--- config.mk ---
export PLATFORM = sky130hd
export DESIGN_NAME = break_select_sequencer
export DESIGN_NICKNAME = d
export VERILOG_FILES = /design/src/rtl/break_select_sequencer_pkg.sv /design/src/rtl/break_select_sequencer_tag_pipe.sv /design/src/rtl/break_select_sequencer.sv
export SDC_FILE = /design/constraint.sdc
export NUM_CORES = 1
export LEC_CHECK = 0
export ABC_AREA = 1
export ABC_CLOCK_PERIOD_IN_PS = 1600
export BUFFER_PORTS_ARGS = -buffer_cell sky130_fd_sc_hd__buf_2
export CAP_MARGIN = 25
export CORE_MARGIN = 4
export CORE_UTILIZATION = 47
export DETAILED_ROUTE_END_ITERATION = 12
export HOLD_SLACK_MARGIN = 0.06
export PLACE_DENSITY = 0.83
export SETUP_SLACK_MARGIN = 0.2
export SLEW_MARGIN = 20
export SYNTH_ARGS = -nofsm -noshare
export SYNTH_HDL_FRONTEND = slang
export SYNTH_SLANG_ARGS = --single-unit
--- constraint.sdc ---
create_clock -name clk -period 1.6 [get_ports clk]
set_input_delay 0.48 -clock clk [delete_from_list [all_inputs] [get_ports clk]]
set_output_delay 0.48 -clock clk [all_outputs]
set_load 0.02 [all_outputs]
--- src/rtl/break_select_sequencer_pkg.sv ---
// Shared definitions for the break-select sequencer: FSM encoding, wren codes and
// configuration sanity checks used by the top and its tag pipe.
package break_select_sequencer_pkg;

    localparam int DEF_MC         = 20;
    localparam int DEF_NSAT       = 3;
    localparam int DEF_NSAT_BITS  = 2;
    localparam int DEF_COUNT_LAT  = 1;
    localparam int DEF_RESULT_LAT = 2;

    typedef enum logic [1:0] {
        ST_IDLE = 2'd0,
        ST_LOAD = 2'd1,
        ST_WAIT = 2'd2,
        ST_DONE = 2'd3
    } state_t;

    // Wide forms; users truncate to their NSAT_BITS width.
    localparam logic [31:0] WREN_IDLE   = 32'h0000_0000;
    localparam logic [31:0] WREN_SELECT = 32'hFFFF_FFFF;

    function automatic logic [31:0] wren_onehot(input int k);
        return 32'd1 << k;
    endfunction

    function automatic bit cfg_ok(input int mc, input int nsat, input int nsat_bits,
                                  input int count_lat, input int result_lat);
        return (mc >= 1) && (nsat >= 2) && (nsat_bits == nsat - 1) && (nsat_bits <= 32) &&
               (count_lat >= 1) && (result_lat >= 2) && (count_lat + result_lat < 255);
    endfunction

endpackage

--- src/rtl/break_select_sequencer_tag_pipe.sv ---
// COUNT_LAT-deep delay line that carries wren tags alongside the counter latency;
// a synchronous flush zeroes every stage so an aborted job leaves no wren behind.
module break_select_tag_pipe
    import break_select_sequencer_pkg::*;
#(
    parameter int WIDTH = DEF_NSAT_BITS,
    parameter int DEPTH = DEF_COUNT_LAT
) (
    input  logic             clk,
    input  logic             rst_n,
    input  logic             flush_i,
    input  logic [WIDTH-1:0] tag_i,
    output logic [WIDTH-1:0] tag_o
);

    logic [WIDTH-1:0] stage_q [DEPTH];
    logic [WIDTH-1:0] stage_d [DEPTH];

    always_comb begin
        for (int i = 0; i < DEPTH; i++) stage_d[i] = WIDTH'(WREN_IDLE);
        if (!flush_i) begin
            stage_d[0] = tag_i;
            for (int i = 1; i < DEPTH; i++) stage_d[i] = stage_q[i-1];
        end
    end

    always_ff @(posedge clk or negedge rst_n) begin
        if (!rst_n) begin
            for (int i = 0; i < DEPTH; i++) stage_q[i] <= '0;
        end else begin
            stage_q <= stage_d;
        end
    end

    assign tag_o = stage_q[DEPTH-1];

endmodule

--- src/rtl/break_select_sequencer.sv ---
// Feeds NSAT candidate rows to the break counter/selector, sequences wren and returns one result.
// Optional macro BREAK_SELECT_SEQ_STATS_EN adds saturating job/stall counters.
module break_select_sequencer
    import break_select_sequencer_pkg::*;
#(
    parameter int MAX_CLAUSES_PER_VARIABLE = DEF_MC,
    parameter int NSAT                     = DEF_NSAT,
    parameter int NSAT_BITS                = DEF_NSAT_BITS,
    parameter int COUNT_LAT                = DEF_COUNT_LAT,
    parameter int RESULT_LAT               = DEF_RESULT_LAT
) (
    input  logic                                clk,
    input  logic                                reset,
    input  logic                                abort_i,
    input  logic                                row_valid_i,
    output logic                                row_ready_o,
    input  logic [MAX_CLAUSES_PER_VARIABLE-1:0] row_clause_broken_i,
    input  logic [MAX_CLAUSES_PER_VARIABLE-1:0] row_mask_i,
    input  logic                                row_var_valid_i,
    output logic [MAX_CLAUSES_PER_VARIABLE-1:0] clause_broken_o,
    output logic [MAX_CLAUSES_PER_VARIABLE-1:0] mask_bits_o,
    output logic [NSAT_BITS-1:0]                wren_o,
    output logic [NSAT-1:0]                     break_values_valid_o,
    input  logic [NSAT_BITS-1:0]                select_i,
    input  logic [MAX_CLAUSES_PER_VARIABLE-1:0] clause_broken_bits_i,
    output logic                                result_valid_o,
    input  logic                                result_ready_i,
    output logic [NSAT_BITS-1:0]                result_select_o,
    output logic [MAX_CLAUSES_PER_VARIABLE-1:0] result_clause_bits_o,
    output logic                                result_none_o,
    output logic                                busy_o
`ifdef BREAK_SELECT_SEQ_STATS_EN
    ,
    output logic [31:0]                         stat_jobs_o,
    output logic [31:0]                         stat_stall_o
`endif
);

    localparam int MC    = MAX_CLAUSES_PER_VARIABLE;
    localparam int ROW_W = $clog2(NSAT);
    localparam logic [ROW_W-1:0]     LAST_ROW   = ROW_W'(NSAT - 1);
    localparam logic [NSAT_BITS-1:0] WREN_SEL   = NSAT_BITS'(WREN_SELECT);
    localparam logic [NSAT_BITS-1:0] WREN_ZERO  = NSAT_BITS'(WREN_IDLE);
    localparam logic [7:0]           SAMPLE_CNT = 8'(COUNT_LAT + RESULT_LAT);

    if (!cfg_ok(MC, NSAT, NSAT_BITS, COUNT_LAT, RESULT_LAT)) begin : g_bad_cfg
        $error("break_select_sequencer: inconsistent NSAT/NSAT_BITS/latency parameters");
    end

    state_t                state_q, state_d;
    logic [ROW_W-1:0]      row_idx_q, row_idx_d;
    logic                  row_ready_q, row_ready_d;
    logic [MC-1:0]         cb_q, cb_d, mask_q, mask_d;
    logic [NSAT_BITS-1:0]  tag_issue_q, tag_issue_d;
    logic [NSAT-1:0]       bvv_q, bvv_d;
    logic [7:0]            wait_cnt_q, wait_cnt_d;
    logic                  res_valid_q, res_valid_d, res_none_q, res_none_d;
    logic [NSAT_BITS-1:0]  res_sel_q, res_sel_d;
    logic [MC-1:0]         res_bits_q, res_bits_d;

    logic row_accept, last_row, result_hs;

    assign row_accept = row_valid_i && row_ready_q && !abort_i;
    assign last_row   = (row_idx_q == LAST_ROW);
    assign result_hs  = (state_q == ST_DONE) && result_ready_i && !abort_i;

    always_comb begin
        state_d     = state_q;
        row_idx_d   = row_idx_q;
        cb_d        = '0;
        mask_d      = '0;
        tag_issue_d = WREN_ZERO;
        bvv_d       = bvv_q;
        wait_cnt_d  = '0;
        res_valid_d = res_valid_q;
        res_sel_d   = res_sel_q;
        res_bits_d  = res_bits_q;
        res_none_d  = res_none_q;

        if (row_accept) begin
            cb_d        = row_clause_broken_i;
            mask_d      = row_mask_i;
            tag_issue_d = last_row ? WREN_SEL : NSAT_BITS'(wren_onehot(int'(row_idx_q)));
            if (row_idx_q == '0) bvv_d = '0;
            for (int k = 0; k < NSAT; k++) begin
                if (row_idx_q == ROW_W'(k)) bvv_d[k] = row_var_valid_i;
            end
            row_idx_d = last_row ? '0 : row_idx_q + 1'b1;
            state_d   = last_row ? ST_WAIT : ST_LOAD;
        end

        // WAIT is entered the cycle after the last row, so the all-ones wren cycle
        // lands at count COUNT_LAT and the selector output is valid RESULT_LAT later.
        case (state_q)
            ST_WAIT: begin
                wait_cnt_d = wait_cnt_q + 8'd1;
                if (wait_cnt_q == SAMPLE_CNT) begin
                    state_d     = ST_DONE;
                    res_valid_d = 1'b1;
                    res_none_d  = ~|bvv_q;
                    res_sel_d   = (~|bvv_q) ? WREN_ZERO : select_i;
                    res_bits_d  = clause_broken_bits_i;
                end
            end
            ST_DONE: begin
                if (result_ready_i) begin
                    state_d     = ST_IDLE;
                    res_valid_d = 1'b0;
                end
            end
            default: ;
        endcase

        if (abort_i) begin
            state_d     = ST_IDLE;
            row_idx_d   = '0;
            tag_issue_d = WREN_ZERO;
            bvv_d       = '0;
            wait_cnt_d  = '0;
            res_valid_d = 1'b0;
        end

        row_ready_d = (state_d == ST_IDLE) || (state_d == ST_LOAD);
    end

    always_ff @(posedge clk or negedge reset) begin
        if (!reset) begin
            state_q     <= ST_IDLE;
            row_idx_q   <= '0;
            row_ready_q <= 1'b0;
            cb_q        <= '0;
            mask_q      <= '0;
            tag_issue_q <= '0;
            bvv_q       <= '0;
            wait_cnt_q  <= '0;
            res_valid_q <= 1'b0;
            res_sel_q   <= '0;
            res_bits_q  <= '0;
            res_none_q  <= 1'b0;
        end else begin
            state_q     <= state_d;
            row_idx_q   <= row_idx_d;
            row_ready_q <= row_ready_d;
            cb_q        <= cb_d;
            mask_q      <= mask_d;
            tag_issue_q <= tag_issue_d;
            bvv_q       <= bvv_d;
            wait_cnt_q  <= wait_cnt_d;
            res_valid_q <= res_valid_d;
            res_sel_q   <= res_sel_d;
            res_bits_q  <= res_bits_d;
            res_none_q  <= res_none_d;
        end
    end

    break_select_tag_pipe #(
        .WIDTH (NSAT_BITS),
        .DEPTH (COUNT_LAT)
    ) u_tag_pipe (
        .clk     (clk),
        .rst_n   (reset),
        .flush_i (abort_i),
        .tag_i   (tag_issue_q),
        .tag_o   (wren_o)
    );

    assign row_ready_o          = row_ready_q;
    assign clause_broken_o      = cb_q;
    assign mask_bits_o          = mask_q;
    assign break_values_valid_o = bvv_q;
    assign result_valid_o       = res_valid_q;
    assign result_select_o      = res_sel_q;
    assign result_clause_bits_o = res_bits_q;
    assign result_none_o        = res_none_q;
    assign busy_o               = (state_q != ST_IDLE);

`ifdef BREAK_SELECT_SEQ_STATS_EN
    logic [31:0] jobs_q, jobs_d, stall_q, stall_d;

    always_comb begin
        jobs_d  = jobs_q;
        stall_d = stall_q;
        if (result_hs && (jobs_q != 32'hFFFF_FFFF)) jobs_d = jobs_q + 32'd1;
        if ((((state_q == ST_LOAD) && !row_valid_i) || ((state_q == ST_DONE) && !result_ready_i))
            && (stall_q != 32'hFFFF_FFFF)) stall_d = stall_q + 32'd1;
    end

    always_ff @(posedge clk or negedge reset) begin
        if (!reset) begin
            jobs_q  <= '0;
            stall_q <= '0;
        end else begin
            jobs_q  <= jobs_d;
            stall_q <= stall_d;
        end
    end

    assign stat_jobs_o  = jobs_q;
    assign stat_stall_o = stall_q;
`endif

endmodule

Word level (Yosys, flattened, before mapping)

Index checks and enable logic that the tools add are counted.

Register bits after elaboration: 84
Latch bits: 0
RAM bits: 0
Memory bits (read-only): 0
Output and inout port bits: 71
Word-level logic and storage cells: 73
Memories: 0

Add/sub/neg operators: 2
$mul: 0
Divide/modulo/power cells: 0
Order comparisons: 0
Eq/ne operators: 8
Shift-type cells: 1
Multiplexer cells: 28
Bitwise logic cells: 0
Reductions and logical operators: 19

Operators by type and width:

| operator                                                               | number |
|---|---|
| 20-bit 2-to-1 mux                                                      | 2 |
| 2-bit 2-to-1 mux                                                       | 13 |
| 8-bit 2-to-1 mux                                                       | 2 |
| 3-bit 2-to-1 mux                                                       | 3 |
| 3-bit nonzero test                                                     | 3 |
| 8-bit by 1-bit adder with 8-bit output (second input constant)         | 1 |
| 8-bit by 2-bit equality test with 1-bit output (second input constant) | 1 |
| 2-bit AND reduction                                                    | 4 |
| 2-bit equality test (second input constant)                            | 3 |
| 1-bit 2-to-1 mux                                                       | 6 |
| 3-bit != test (second input constant)                                  | 2 |
| 2-bit nonzero test                                                     | 3 |
| 2-bit by 1-bit equality test with 1-bit output (second input constant) | 2 |
| 2-bit zero test                                                        | 2 |
| 2-bit case mux with 2 select lines                                     | 1 |
| 3-bit AND reduction                                                    | 1 |
| 3-bit OR reduction                                                     | 1 |
| 2-bit by 1-bit adder with 2-bit output (second input constant)         | 1 |
| 1-bit logical AND                                                      | 2 |
| 1-bit zero test                                                        | 2 |
| 1-bit case mux with 2 select lines                                     | 1 |
| 1-bit by 2-bit left shift with 2-bit output (first input constant)     | 1 |
| 1-bit logical OR                                                       | 1 |

Depth between registers and ports, before layout

Word-level depth: 8
Gate-level depth with buffers: 8
Depth with buffers taken out: 8

By module

From an unflattened synthesis, not the netlist that was laid out.

Cell total of the unflattened synthesis: 348
Area, all modules: 3,245.6 µm²

By module, submodules not included:

| module                 | instances | cells an instance | area each (µm²) |
|---|---|---|---|
| break_select_sequencer | 1         | 342               | 3,180.6 |
| break_select_tag_pipe  | 1         | 6                 | 65.1 |

Worst setup path after synthesis

OpenSTA, ideal clock, no wires.

Path type: register -> register
Start: reg wait_cnt_q[0]
End: reg res_bits_q[0], in the netlist result_clause_bits_o[0]
Setup time: 116 ps
Data arrival time: 1,148 ps
Data required time: 1,484 ps
Path slack: 335 ps
Stages on the path, launching flop included: 8
Cell sequence: dfrtp_1 -> ha_1 -> nand2_1 -> nor2_4 -> nand3_4 -> buf_2 -> nand2_1 -> nand2_1

Longest elaborated chain between the ends: 2

Ends and longest elaborated chain:

| item                                           | line                          | RTL |
|---|---|---|
| start, declared                                | break_select_sequencer.sv:56  | `logic [7:0] wait_cnt_q, wait_cnt_d;` |
| start signal, assigned                         | break_select_sequencer.sv:148 | `wait_cnt_q <= wait_cnt_d;` |
| 8-bit by 2-bit equality test with 1-bit output | break_select_sequencer.sv:97  | `if (wait_cnt_q == SAMPLE_CNT) begin` |
| 2-bit AND reduction (no source line)           | -                             |  |
| end signal, assigned                           | break_select_sequencer.sv:151 | `res_bits_q <= res_bits_d;` |
| end, declared                                  | break_select_sequencer.sv:59  | `logic [MC-1:0] res_bits_q, res_bits_d;` |

Every way passes these cells.
A chain may end at the register's enable or synchronous reset.

Worst setup path in the final report

Start: reg state_q[1]
End: out busy_o

Longest elaborated chain between the ends: 1

Ends and longest elaborated chain:

| item                   | line                          | RTL |
|---|---|---|
| start, declared        | break_select_sequencer.sv:50  | `state_t state_q, state_d;` |
| start signal, assigned | break_select_sequencer.sv:141 | `state_q <= state_d;` |
| 2-bit nonzero test     | break_select_sequencer.sv:175 | `assign busy_o = (state_q != ST_IDLE);` |
| end, declared          | break_select_sequencer.sv:31  | `output logic busy_o` |

Every way passes these cells.

==> results.py <==
metrics = {
    "synthesis": {
        "yosysSeqAreaShare_pct": 64.8,
        "synth.distinct_cells": 17,
        "syn_area_per_cell_um2": 9.30,
        "yosys.area.top_type": "dfrtp_1",
        "synth_nets": 423,
        "synth.area.top_cells": "dfrtp_1 (65%), nand2_1 (11%), inv_1 (6.8%)",
        "syn_area_mm2": 0.00324,
        "netlist.area_leader.share_pct": 64.8,
        "yosys_warnings": 0,
        "ys_ff_latch": 84,
        "syn_inst": 349,
    },
    "floorplan": {
        "initial_utilization_pct": 48.0,
        "core_area_mm2": 0.00676,
        "fp.dieH_um": 91.1,
        "row_count": 30,
        "die_area_mm2": 0.00830,
        "boundaryPins": 139,
        "die_w_um": 91.1,
    },
    "route": {
        "detail_route.wl_per_cell_um": 12.9,
        "firstDrtPassIters": 4,
        "post-route-drc-count": 0,
        "viasPerCell": 4.48,
        "drt_iter0_markers": 86,
        "antenna_left": 0,
        "vias": 2682,
        "routed_wl_mm": 7.72,
    },
    "sta": {
        "fmax_ghz": 0.672,
        "holdWs_ns": 0.340,
        "tns_ns": 0,
        "finalMaxSlewViolations": 0,
        "period_needed_ns": 1.49,
        "setup_violations": 0,
        "hold_viol": 0,
        "worst_slew_pin_slew_ns": 0.396,
        "final.period_utilization_pct": 93.0,
        "rsz0062_at_grt": "yes",
        "relSlewSlack_pct": 73.6,
        "finClkSkew_ns": 0.00858,
    },
    "critical_path": {
        "critPathKind": "register to output pin",
        "crit_chain": "inv_2, nand2_2, buf_6",
        "cp.required_ns": 1.12,
        "critPathCaptureType": "output pin",
        "r2r-end": "row_ready_o",
        "critPathArrivalTime_ns": 1.01,
        "crit_start": "state_q[1]",
        "reg2regPathDepth": 10,
        "r2r_start": "state_q[1]",
        "ff2ff_setup_slack_ns": 0.20,
        "cp-start-kind": "register",
        "critPathSlowestCell": "dfrtp_1",
        "critPathBufInv": 2,
        "path_delay_family": "flip-flops",
        "cpPeakStageDelay_ns": 0.42,
        "worstPathMaxFanout": 3,
    },
    "global_route": {
        "grt.total_usage_pct": 17.8,
        "grt-ovfl-total": 0,
        "grt_max_degree": 43,
        "antenna_found_initial": 0,
        "grt_pass1_vias": 2729,
        "grt_pass1_wl_mm": 12.1,
    },
    "clocking": {
        "cts_sinks": 84,
        "clk_latency_ns": 0.33,
        "cts_buffers": 9,
        "clkTransAtPathRegs_ns": 0.08,
        "cts_tree": "yes",
        "cts.path.max_buffers": 2,
        "cts_htree_levels": 3,
        "clockRootBuffer": "clkbuf_8",
    },
    "final_layout": {
        "final_cell_mix": "buf_2 (133), dfrtp_1 (84), nand2_1 (72)",
        "final_common_cell": "buf_2",
        "area_delta_synth_final_pct": 43.1,
        "fillCellCount": 548,
        "nNetsFinal": 588,
        "seqCellArea_mm2": 0.00210,
        "drive_above_1_share_pct": 41.8,
        "antenna_cells": 0,
        "multi_input_area_um2": 945,
    },
    "hold_path": {
        "min_path_type": "input port to register",
        "whs_path_depth": 3,
        "holdPathEnd": "mask_bits_o[2]",
        "worstHoldStart": "row_mask_i[2]",
    },
    "power": {
        "power_w": 0.00447,
        "p_leak_nw": 2.68,
        "pwr_density_cell_mw_per_mm2": 962,
        "peakVddDrop_mv": 0.708,
    },
    "place": {
        "gp_congestion": 0.729,
        "dpl.hpwl_mm": 5.34,
        "port_buffers": 138,
    },
    "job": {
        "maxCapViolations": 0,
    },
    "outcome": {
        "outcome": "complete, no violations",
    },
}
kinds of logic after synthesis:
group	share of synthesized area, %
AND/OR/NAND/NOR	20.4
flip-flops	64.8
adder cells (fa/ha/maj)	2.31
AO/OA/AOI/OAI	3.24
buffers and inverters	9.29
area by class of cell:
type	instances	share of cell area [%]
clock inverter	4	2.05
timing repair buffer	163	21.3
inverter	65	5.47
sequential	84	45.3
multi-input combinational	191	20.4
clock buffer	12	3.34
tap	80	2.16
flip-flops by register name, summed over array words and instances (netlist names), 2 cells and up:
signal,flops
result_clause_bits_o,20
state_q,2
mask_bits_o,20
u_tag_pipe.tag_o,2
row_idx_q,2
tag_issue_q,2
break_values_valid_o,3
result_select_o,2
clause_broken_o,20
wait_cnt_q,8
cell usage after synthesis:
master   instances
nand2_1         97
dfrtp_1         84
inv_1           59
nor2_1          55
o21ai_0         15
buf_2            7
ha_1             6
inv_2            6
a21oi_1          5
nand3_1          3
buf_6            2
nand4_1          2
nor2_2           2
nor2_4           2
nor3_1           2
nand3_4          1
o21ai_1          1
worst max path at each step:
stage | to | depth (start not counted) | slack [ns]
after floorplan | result_clause_bits_o[0] | 7 | 0.34
after CTS | busy_o | 3 | 0.07
after global placement | clause_broken_o[10] | 5 | 0.14
after detailed placement | clause_broken_o[18] | 5 | 0.08
after global routing | busy_o | 3 | 0.08
final | busy_o | 3 | 0.11
worst reg2reg max path, cell delays in order, from the launching register on:
cell and delay [ns]:
dfrtp_1 0.41, inv_2 0.06, buf_4 0.12, buf_4 0.12
buf_4 0.12, buf_6 0.10, buf_6 0.10, o21ai_2 0.09
nand2_1 0.06, nand2_1 0.07, inv_1 0.04
routing by layer:
layer,global-route usage [%],vias up,part of all wire (%),wire [um]
li1,-,1347,-,-
met4,5.53,0,0.75,58
met2,31.0,98,53,4060
met3,5.97,7,7.7,595
met1,20.9,1230,39,3000
met5,0,-,0,0
timing repair:
item,CTS,global route
hold buffers,1,0
gates cloned,0,3
gates resized for setup,13,45
setup endpoints to repair,25,73
pin swaps,3,13
hold endpoints to repair,16,0
buffers inserted,9,6
per-stage QoR:
stage                     std cells  area [um2]  worst slack, ns  util, %
after floorplan                 349        3240            0.335        -
after global placement          564        4050            0.136     59.9
after detailed placement        564        4050           0.0819     59.9
after CTS                       590        4420           0.0714     65.4
after global routing            599        4640           0.0821     68.7
final                           599        4640            0.112     68.7
power breakdown:
| group | internal [W] | total [W] | switching, W |
|---|---|---|---|
| Sequential | 0.00219 | 0.00221 | 0.0000254 |
| Clock | 0.00112 | 0.00182 | 0.000695 |
| Combinational | 0.000166 | 0.000438 | 0.000272 |
No activity file was read; power rests on OpenSTA's default activity.
